[src/rtl/i2s_pkg.sv]
// i2s_pkg: shared constants and helpers for the I2S serializer.
// Channel encodings on lrclk, frame length helper and a parameter legality
// function used by the serializer's configuration checks.
package i2s_pkg;

  localparam logic I2S_LEFT  = 1'b0;
  localparam logic I2S_RIGHT = 1'b1;

  // Number of bclk periods in one full left+right frame.
  function automatic int i2s_frame_bits(input int w_slot);
    return 2 * w_slot;
  endfunction

  // Legal parameter set: the slot must hold the one-bit delay plus the word,
  // and the divider needs at least two clk cycles per bclk half-period.
  function automatic bit i2s_params_ok(input int w_ser, input int w_slot,
                                       input int clk_div);
    return (w_ser >= 1) && (w_slot >= w_ser + 1) && (clk_div >= 2);
  endfunction

endpackage

[src/rtl/i2s_clk_gen.sv]
// i2s_clk_gen: bit-clock divider for the I2S serializer.
// div_cnt runs 0..clk_div-1; bclk toggles at the terminal count. fall_ev and
// rise_ev are combinational strobes that are high in the cycle whose closing
// clk edge takes bclk low (fall) or high (rise), so downstream registers can
// update on exactly the edge where bclk changes.
module i2s_clk_gen #(
  parameter int clk_div = 4
) (
  input  logic clk,
  input  logic rst_n,
  output logic bclk,
  output logic fall_ev,
  output logic rise_ev
);

  localparam int DW = (clk_div > 1) ? $clog2(clk_div) : 1;
  localparam logic [DW-1:0] DIV_LAST = DW'(clk_div - 1);

  logic [DW-1:0] div_cnt_q, div_cnt_d;
  logic          bclk_q, bclk_d;
  logic          term;

  // Next divider count, bclk toggle and edge strobes.
  always_comb begin
    term      = (div_cnt_q == DIV_LAST);
    div_cnt_d = term ? '0 : div_cnt_q + 1'b1;
    bclk_d    = term ? ~bclk_q : bclk_q;
    fall_ev   = term && bclk_q;
    rise_ev   = term && !bclk_q;
  end

  // Divider state register with synchronous active-low reset.
  always_ff @(posedge clk) begin
    if (!rst_n) begin
      div_cnt_q <= '0;
      bclk_q    <= 1'b0;
    end else begin
      div_cnt_q <= div_cnt_d;
      bclk_q    <= bclk_d;
    end
  end

  assign bclk = bclk_q;

endmodule

[src/rtl/i2s_ser.sv]
// i2s_ser: Philips I2S transmitter and bit-clock master.
// A one-entry holding buffer accepts {left,right} pairs; at each frame start
// the buffer moves into the frame register, which the output mux serializes
// MSB first with a one-bclk delay after every lrclk change.
// Build option I2S_SER_HOLD_EN: when defined, an underrun keeps the previous
// frame register contents (last frame repeats); when undefined, an underrun
// loads zeros (silence). The underrun pulse is produced in both builds.
//
// Handshake: a pair transfers on any clk edge where in_valid && in_ready.
// in_ready is the registered inverse of the buffer-full flag, so it depends
// only on state, never on in_valid. The producer must hold in_left/in_right
// stable while in_valid is high and in_ready is low.
module i2s_ser
  import i2s_pkg::*;
#(
  parameter int w_ser   = 24,
  parameter int w_slot  = 32,
  parameter int clk_div = 4,
  parameter bit stereo  = 1'b0
) (
  input  logic             clk,
  input  logic             rst_n,
  input  logic [w_ser-1:0] in_left,
  input  logic [w_ser-1:0] in_right,
  input  logic             in_valid,
  output logic             in_ready,
  output logic             bclk,
  output logic             lrclk,
  output logic             sd,
  output logic             underrun
);

  localparam int FRAME_BITS = i2s_frame_bits(w_slot);
  localparam int BW         = $clog2(FRAME_BITS);
  localparam logic [BW-1:0] BIT_LAST = BW'(FRAME_BITS - 1);
  localparam logic [BW-1:0] SLOT_W   = BW'(w_slot);
  localparam bit PARAMS_OK = i2s_params_ok(w_ser, w_slot, clk_div);

  logic fall_ev, rise_ev;

  logic [BW-1:0]    bit_cnt_q, bit_cnt_d;
  logic             buf_full_q, buf_full_d;
  logic [w_ser-1:0] buf_l_q, buf_l_d;
  logic [w_ser-1:0] buf_r_q, buf_r_d;
  logic [w_ser-1:0] frame_l_q, frame_l_d;
  logic [w_ser-1:0] frame_r_q, frame_r_d;
  logic             lrclk_q, lrclk_d;
  logic             sd_q, sd_d;
  logic             underrun_q, underrun_d;

  logic             hs;
  logic             frame_start;
  logic             chan;
  logic [BW-1:0]    slot_pos;
  logic [w_ser-1:0] word;

  i2s_clk_gen #(
    .clk_div (clk_div)
  ) u_clk_gen (
    .clk     (clk),
    .rst_n   (rst_n),
    .bclk    (bclk),
    .fall_ev (fall_ev),
    .rise_ev (rise_ev)
  );

  // Bit counter, holding buffer and frame register update.
  always_comb begin
    hs          = in_valid && !buf_full_q;
    frame_start = fall_ev && (bit_cnt_q == BIT_LAST);

    bit_cnt_d  = bit_cnt_q;
    buf_full_d = buf_full_q;
    buf_l_d    = buf_l_q;
    buf_r_d    = buf_r_q;
    frame_l_d  = frame_l_q;
    frame_r_d  = frame_r_q;
    underrun_d = 1'b0;

    if (fall_ev) begin
      bit_cnt_d = (bit_cnt_q == BIT_LAST) ? '0 : bit_cnt_q + 1'b1;
    end

    if (frame_start) begin
      if (buf_full_q) begin
        frame_l_d  = buf_l_q;
        frame_r_d  = stereo ? buf_r_q : '0;
        buf_full_d = 1'b0;
      end else begin
        underrun_d = 1'b1;
`ifdef I2S_SER_HOLD_EN
        frame_l_d = frame_l_q;
        frame_r_d = frame_r_q;
`else
        frame_l_d = '0;
        frame_r_d = '0;
`endif
      end
    end

    // A pair accepted on an underrunning frame start waits for the next frame.
    if (hs) begin
      buf_full_d = 1'b1;
      buf_l_d    = in_left;
      buf_r_d    = in_right;
    end
  end

  // Output mux: lrclk and sd follow the new bit position on fall events only.
  always_comb begin
    chan     = (bit_cnt_d >= SLOT_W) ? I2S_RIGHT : I2S_LEFT;
    slot_pos = (chan == I2S_RIGHT) ? bit_cnt_d - SLOT_W : bit_cnt_d;
    word     = (chan == I2S_RIGHT) ? frame_r_d : frame_l_d;
    lrclk_d  = lrclk_q;
    sd_d     = sd_q;
    if (fall_ev) begin
      lrclk_d = chan;
      sd_d    = 1'b0;
      for (int i = 0; i < w_ser; i++) begin
        if (slot_pos == BW'(w_ser - i)) sd_d = word[i];
      end
    end
  end

  // State register with synchronous active-low reset.
  always_ff @(posedge clk) begin
    if (!rst_n) begin
      bit_cnt_q  <= BIT_LAST;
      buf_full_q <= 1'b0;
      buf_l_q    <= '0;
      buf_r_q    <= '0;
      frame_l_q  <= '0;
      frame_r_q  <= '0;
      lrclk_q    <= I2S_RIGHT;
      sd_q       <= 1'b0;
      underrun_q <= 1'b0;
    end else begin
      bit_cnt_q  <= bit_cnt_d;
      buf_full_q <= buf_full_d;
      buf_l_q    <= buf_l_d;
      buf_r_q    <= buf_r_d;
      frame_l_q  <= frame_l_d;
      frame_r_q  <= frame_r_d;
      lrclk_q    <= lrclk_d;
      sd_q       <= sd_d;
      underrun_q <= underrun_d;
    end
  end

  // Configuration legality and sd stability across bclk rising edges.
  always_ff @(posedge clk) begin
    if (rst_n) begin
      assert (PARAMS_OK) else $error("i2s_ser: illegal parameter set");
      if (rise_ev) begin
        assert (sd_d == sd_q) else $error("i2s_ser: sd changed on a bclk rise");
      end
    end
  end

  assign in_ready = !buf_full_q;
  assign lrclk    = lrclk_q;
  assign sd       = sd_q;
  assign underrun = underrun_q;

endmodule

[config.mk]
export PLATFORM = sky130hd
export DESIGN_NAME = i2s_ser
export DESIGN_NICKNAME = d
export VERILOG_FILES = /design/src/rtl/i2s_pkg.sv /design/src/rtl/i2s_clk_gen.sv /design/src/rtl/i2s_ser.sv
export SDC_FILE = /design/constraint.sdc
export NUM_CORES = 1
export LEC_CHECK = 0
export ABC_CLOCK_PERIOD_IN_PS = 2900
export CAP_MARGIN = 40
export CORE_MARGIN = 8
export CORE_UTILIZATION = 53
export DETAILED_ROUTE_END_ITERATION = 7
export GPL_TIMING_DRIVEN = 0
export HOLD_SLACK_MARGIN = 0.03
export PLACE_DENSITY = 0.87
export SKIP_CTS_REPAIR_TIMING = 1
export SYNTH_ARGS = -nofsm -noshare
export SYNTH_HDL_FRONTEND = slang
export SYNTH_SLANG_ARGS = --single-unit
[constraint.sdc]
create_clock -name clk -period 2.9 [get_ports clk]
set_clock_uncertainty 0.05 [all_clocks]
set_input_delay 0.29 -clock clk [delete_from_list [all_inputs] [get_ports clk]]
set_output_delay 0.29 -clock clk [all_outputs]
set_load 0.02 [all_outputs]
==> impl_metrics.ini, run 1 <==
[timing]
fmax_mhz = 358
slew_headroom_pct = 53.3
slew_violations = 0
post-route-period-util_pct = 96.2
hold_viol_final = 0
tightest_slew_ps = 695
fin_crit_ps = 2790
worst_slack_ps = 110
setup_viol = 0

[synthesis]
synthTopCellsByCount = dfxtp_1 (85), nand2_1 (79), and3_1 (45), a21oi_1 (29), a21boi_0 (27)
seq_area_frac_synth_pct = 46.3
synth-main-ff-cell = dfxtp_1
synth_nets = 487
synth_edf_count = 0
yosysMostFrequentCell = dfxtp_1
netlist_instances = 434
synth_seq_cells = 85
synth_area_sq_mm = 0.00368
synth_top_area_share_pct = 46.3
avgSynthCellArea_sq_um = 8.47
synth.area.top_cells = dfxtp_1 (46%), nand2_1 (8.1%), and3_1 (7.7%), a21boi_0 (5.5%), a21oi_1 (3.9%)
yosys_warnings = 0
ys_types = 50
synth_area_leader_cell = dfxtp_1
async_reset_ff_share_pct = 0

[power_and_ir_drop]
leakage_uw = 0.00175
power.density_mw_per_mm2 = 523
peakVddDrop_v = 0.000325
p_switching_uw = 620
finalPower_uw = 2330
p_clk_share_pct = 36.4
swShare_pct = 26.6
p_int_uw = 1710
pwr-share-seq_pct = 52.3
combPwrFrac_pct = 11.2

[floorplanning]
dieArea_sq_mm = 0.00986
num_rows = 30
start_util_pct = 54.4
num_io_pins = 56
die_width_um = 99.3
core_area_sq_mm = 0.00676
die_h_um = 99.3

[clocking]
cts-htree-levels = 3
insertion_delay_ps = 360
clock_path_buffers = 2
cts_buffers = 9
cts_root_buffer = clkbuf_8
clock_sinks = 85
tritoncts = built
path_clk_slew_ps = 90

[flow_run]
drv_cap = 0

[final_layout]
seq_area_sq_mm = 0.00170
multiInputGateArea_sq_mm = 0.00198
antenna_cells = 0
syn2layout_area_growth_pct = 21.2
num-nets-final = 530
drive_gt1_share_pct = 11.9
n_fill_cell = 548

[placement]
routabilityCongestion = 0.913
io_buffer_count = 30
hpwl_um = 6810
dp_slack_ps = -221

[detailed_routing]
routed_wl_um = 9620
drc = 0
ant_nets = 0
drt-pass1-iter-count = 5
wl_per_cell_um = 17.1
viasPerCell = 5.87
vias = 3291
drt_iter0_drc = 272

[global_route]
overflow = 0
grt_max_degree = 16
antenna_found_initial = 0
grt_pass1_vias = 3236
groute.usage.overall_pct = 19.5
grt_pass1_wl_um = 15500

[worst_hold_path]
min_path_type = in -> reg

[critical_path]
critical_path_class = reg -> reg
worst_setup_path_end_kind = flop
crit_arrival_ps = 2990
cp-start-kind = flop
cp_max_fo = 10
required_ps = 3100

[run_status]
status = complete, no violations
## registers in the layout, summed over array words and instances (netlist names)
| name | cells |
|---|---|
| bit_cnt_q | 6 |
| buf_full_q | 1 |
| buf_l_q | 24 |
| frame_l_q | 24 |
| frame_r_q | 24 |
| lrclk | 1 |
| sd | 1 |
| u_clk_gen.bclk | 1 |
| u_clk_gen.div_cnt_q | 2 |
| underrun | 1 |
## worst max-delay path: stages (launching register included)
cell	delay [ps]
dfxtp_1	460
ha_4	220
nand3_4	140
or2_1	260
buf_2	160
buf_4	210
a21oi_1	270
a2111oi_1	140
a31oi_1	190
o21ai_1	140
a2111oi_2	360
nor2_1	80
## final timing paths
path,to,start,slack [ps],cells after the start
worst min-delay path,frame_r_q[17],rst_n,290,2
worst min register to register,u_clk_gen.div_cnt_q[0],u_clk_gen.div_cnt_q[0],400,1
worst max register to register,sd,bit_cnt_q[1],110,11
worst max-delay path,sd,bit_cnt_q[1],110,11
## area by class of cell
cell class,instances,share of cell area [%]
Clock inverter,6,1.60
Inverter,3,0.253
Tap cell,80,2.25
Multi-Input combinational cell,313,44.4
Timing Repair Buffer,32,7.08
Clock buffer,9,2.78
Buffer,33,3.43
Sequential cell,85,38.2
## through the flow
stage / hold WS, ps / instances / util (%) / area (sq um) / setup TNS (ps)
2_1_floorplan: 353 / 434 / - / 3680 / 0
3_3_place_gp: 361 / 544 / 60.4 / 4080 / -225
3_5_place_dp: 388 / 545 / 60.5 / 4090 / -221
4_1_cts: 279 / 560 / 63.4 / 4280 / -251
5_1_grt: 310 / 561 / 65.9 / 4460 / -46.9
6_report: 287 / 561 / 65.9 / 4460 / 0
## metal layers
layer  global-route usage [%]  vias up  share of wire (%)
met2                     30.9      150                 45
li1                         -     1611                  -
met3                     5.45       22                7.1
met1                     24.5     1508                 46
met4                     7.80        0                2.6
met5                        0        -                  0
## layout by cell type (no fill, tap or decap), drive strengths merged, types with 6 or more instances in the layout
master,instances
dfxtp,85
nand2,79
and3,45
clkbuf,33
clkdlybuf4s50,30
a21oi,29
a21boi,27
nor2b,23
nor2,17
buf,11
nand3,9
a211oi,9
o21ai,8
nor3,7
a2111oi,6
## cells by family after synthesis
kind of cell | after synthesis | share of synthesized area [%]
flops | 85 | 46.3
simple gates | 196 | 26.4
xor+xnor | 6 | 1.43
mux | 7 | 1.97
fa+ha+maj | 2 | 0.680
buf+inv | 36 | 4.12
compound gates | 102 | 19.1
## power by group through the flow
stage | combinational, uW | sequential, uW | clock, uW
floorplan | 146 | 1240 | 0
global placement | 231 | 1240 | 0
detailed placement | 236 | 1240 | 0
CTS | 237 | 1210 | 848
global route | 287 | 1220 | 900
finish | 262 | 1220 | 848
(Power assumes the default switching activity.)
==> run 2: changes to the inputs <==
--- a/config.mk
+++ b/config.mk
@@ -5,10 +5,11 @@
 export SDC_FILE = /design/constraint.sdc
 export NUM_CORES = 1
 export LEC_CHECK = 0
+export ABC_AREA = 1
 export ABC_CLOCK_PERIOD_IN_PS = 2900
 export CAP_MARGIN = 40
 export CORE_MARGIN = 8
-export CORE_UTILIZATION = 53
+export CORE_UTILIZATION = 54
 export DETAILED_ROUTE_END_ITERATION = 7
 export GPL_TIMING_DRIVEN = 0
 export HOLD_SLACK_MARGIN = 0.03
==> run 2 against run 1 <==
Effect of this change:
- sequential power barely moved
- combinational power is 26% lower
- total power down 6.0%
- fmax about the same
- clock power decreased by 8.7%
- via count up 7.4%
- synthesized cell count increased by 24%
- count of clock-buffer cells in the layout is the same
- first-iteration DRC count down 4.0%
- non-clock buffer count is 7 lower
- critical path type unchanged
- largest cell class unchanged
==> impl_metrics.ini, run 2 <==
[synthesis]
synth_top_area_share_pct = 44.6
async_reset_ff_share_pct = 0
synth.area.top_cells = dfxtp_1 (45%), nand2_1 (11%), nor2_1 (10%), inv_1 (6.2%), o21ai_0 (5.4%)
yosys_warnings = 0
ys_types = 39
synth-main-ff-cell = dfxtp_1
netlist_instances = 540
synth_nets = 593
synth_seq_cells = 85
avgSynthCellArea_sq_um = 7.07
synthTopCellsByCount = nand2_1 (110), nor2_1 (106), dfxtp_1 (85), inv_1 (63), o21ai_0 (41)
synth_area_leader_cell = dfxtp_1
yosysMostFrequentCell = nand2_1
synth_area_sq_mm = 0.00382
seq_area_frac_synth_pct = 44.6
synth_edf_count = 0

[clocking]
clock_path_buffers = 2
cts_root_buffer = clkbuf_8
clock_sinks = 85
path_clk_slew_ps = 90
cts_buffers = 9
cts-htree-levels = 3
insertion_delay_ps = 370
tritoncts = built

[global_route]
grt_pass1_vias = 3340
grt_max_degree = 17
antenna_found_initial = 0
grt_pass1_wl_um = 14900
groute.usage.overall_pct = 18.5
overflow = 0

[final_layout]
syn2layout_area_growth_pct = 17.6
layout_commonest_cell = nand2_1
mostFrequentLayoutCells = nand2_1 (109), nor2_1 (103), dfxtp_1 (84), inv_1 (62), o21ai_0 (41)
final_util_pct = 65.8
reg_top3 = buf_l_q: 24 flops, frame_l_q: 24 flops, frame_r_q: 24 flops
antenna_cells = 0
drive_gt1_share_pct = 10.9
num-nets-final = 635

[floorplanning]
start_util_pct = 55.9
dieArea_sq_mm = 0.0100
die_width_um = 100
num_io_pins = 56
die_h_um = 100
num_rows = 30
core_area_sq_mm = 0.00683

[timing]
fmax_mhz = 358
holdWs_ps = 334
slew_headroom_pct = 62.5
setup_viol = 0
hold_viol_final = 0
tightest_slew_ps = 563
fin_crit_ps = 2790
post-route-period-util_pct = 96.2
setup_tns_ps = 0
slew_violations = 0

[placement]
routabilityCongestion = 0.877
hpwl_um = 6630
io_buffer_count = 30

[worst_hold_path]
min_from = rst_n
min_path_type = in -> reg

[detailed_routing]
drt_iter0_drc = 261
routed_wl_um = 9120
drt-pass1-iter-count = 4
wl_per_cell_um = 13.3
drc = 0
viasPerCell = 5.18
ant_nets = 0
vias = 3535

[critical_path]
critical_path_class = reg -> reg
crit_arrival_ps = 3000
cp-start-kind = flop
worst_setup_path_end_kind = flop
required_ps = 3110
r2r_start = bit_cnt_q[0]
crit_path_start = bit_cnt_q[0]
cp_max_fo = 7

[power_and_ir_drop]
power.density_mw_per_mm2 = 487
leakage_uw = 0.00198
peakVddDrop_v = 0.000320

[run_status]
status = complete, no violations

[flow_run]
drv_cap = 0
run 2: cell count changes after synthesis, sizes merged, moves of 21 or more:
cell / before / now
a21boi: 27 / 0
nand2: 79 / 116
inv: 3 / 71
a21oi: 29 / 8
nand3: 9 / 37
nor2: 17 / 108
nor2b: 23 / 0
and3: 45 / 0
o21ai: 8 / 51
run 2: final timing paths:
kind / end / slack, ps / cells after the start
max: sd / 110 / 20
min: buf_l_q[1] / 330 / 3
max reg2reg: sd / 110 / 20
min reg2reg: u_clk_gen.div_cnt_q[0] / 390 / 1
run 2: through the flow:
stage                     cells  setup slack [ps]  total power, uW  area, sq um
after floorplan             540               562             1360         3820
final                       683               109             2190         4490
after CTS                   682             -23.4             2190         4420
after global placement      666              81.4             1420         4240
after detailed placement    666              18.1             1430         4240
after global routing        683             -50.4             2280         4490
run 2: area by class of cell:
class	instances	area [sq um]
Inverter	72	277
Sequential cell	85	1700
Tap cell	96	120
Clock buffer	9	124
Clock inverter	7	57.6
Buffer	28	156
Multi-Input combinational cell	356	1750
Fill cell	584	2340
Timing Repair Buffer	30	300
run 2: worst max-delay path: stages, from the launching register on:
cell and delay [ps]:
dfxtp_1 410, ha_2 250, nand3_1 160, nor2_4 170, nor2_1 60, nand2_1 100, nand2_2 130, inv_1 150
nor2_1 70, nand2_1 130, nor2_1 90, a41oi_1 180, nand3_1 90, nand2_1 60, nand4_1 70, nand2_1 80
nand4_1 70, nand2_1 90, nand4_1 110, nand2_1 110, nand2_1 60
run 2: power by group:
group          switching (uW)  internal (uW)
clock                     449            324
sequential               19.6           1200
combinational             113           79.7
total                     582           1610
run 2: cell families (layout without fill, tap and decap cells):
group / Yosys count / count (layout) / share of synthesized area, %
compound gates: 72 / 72 / 10.8
buf+inv: 100 / 146 / 11.3
xor+xnor: 2 / 2 / 0.950
flops: 85 / 85 / 44.6
fa+ha+maj: 2 / 2 / 0.655
simple gates: 279 / 280 / 31.7
run 2: layer usage:
layer / wire [um] / track usage, % / vias up
li1: - / - / 1784
met3: 448 / 4.71 / 14
met2: 4490 / 31.6 / 91
met4: 117 / 6.28 / 0
met1: 4060 / 22.0 / 1646
met5: 0 / 0 / -
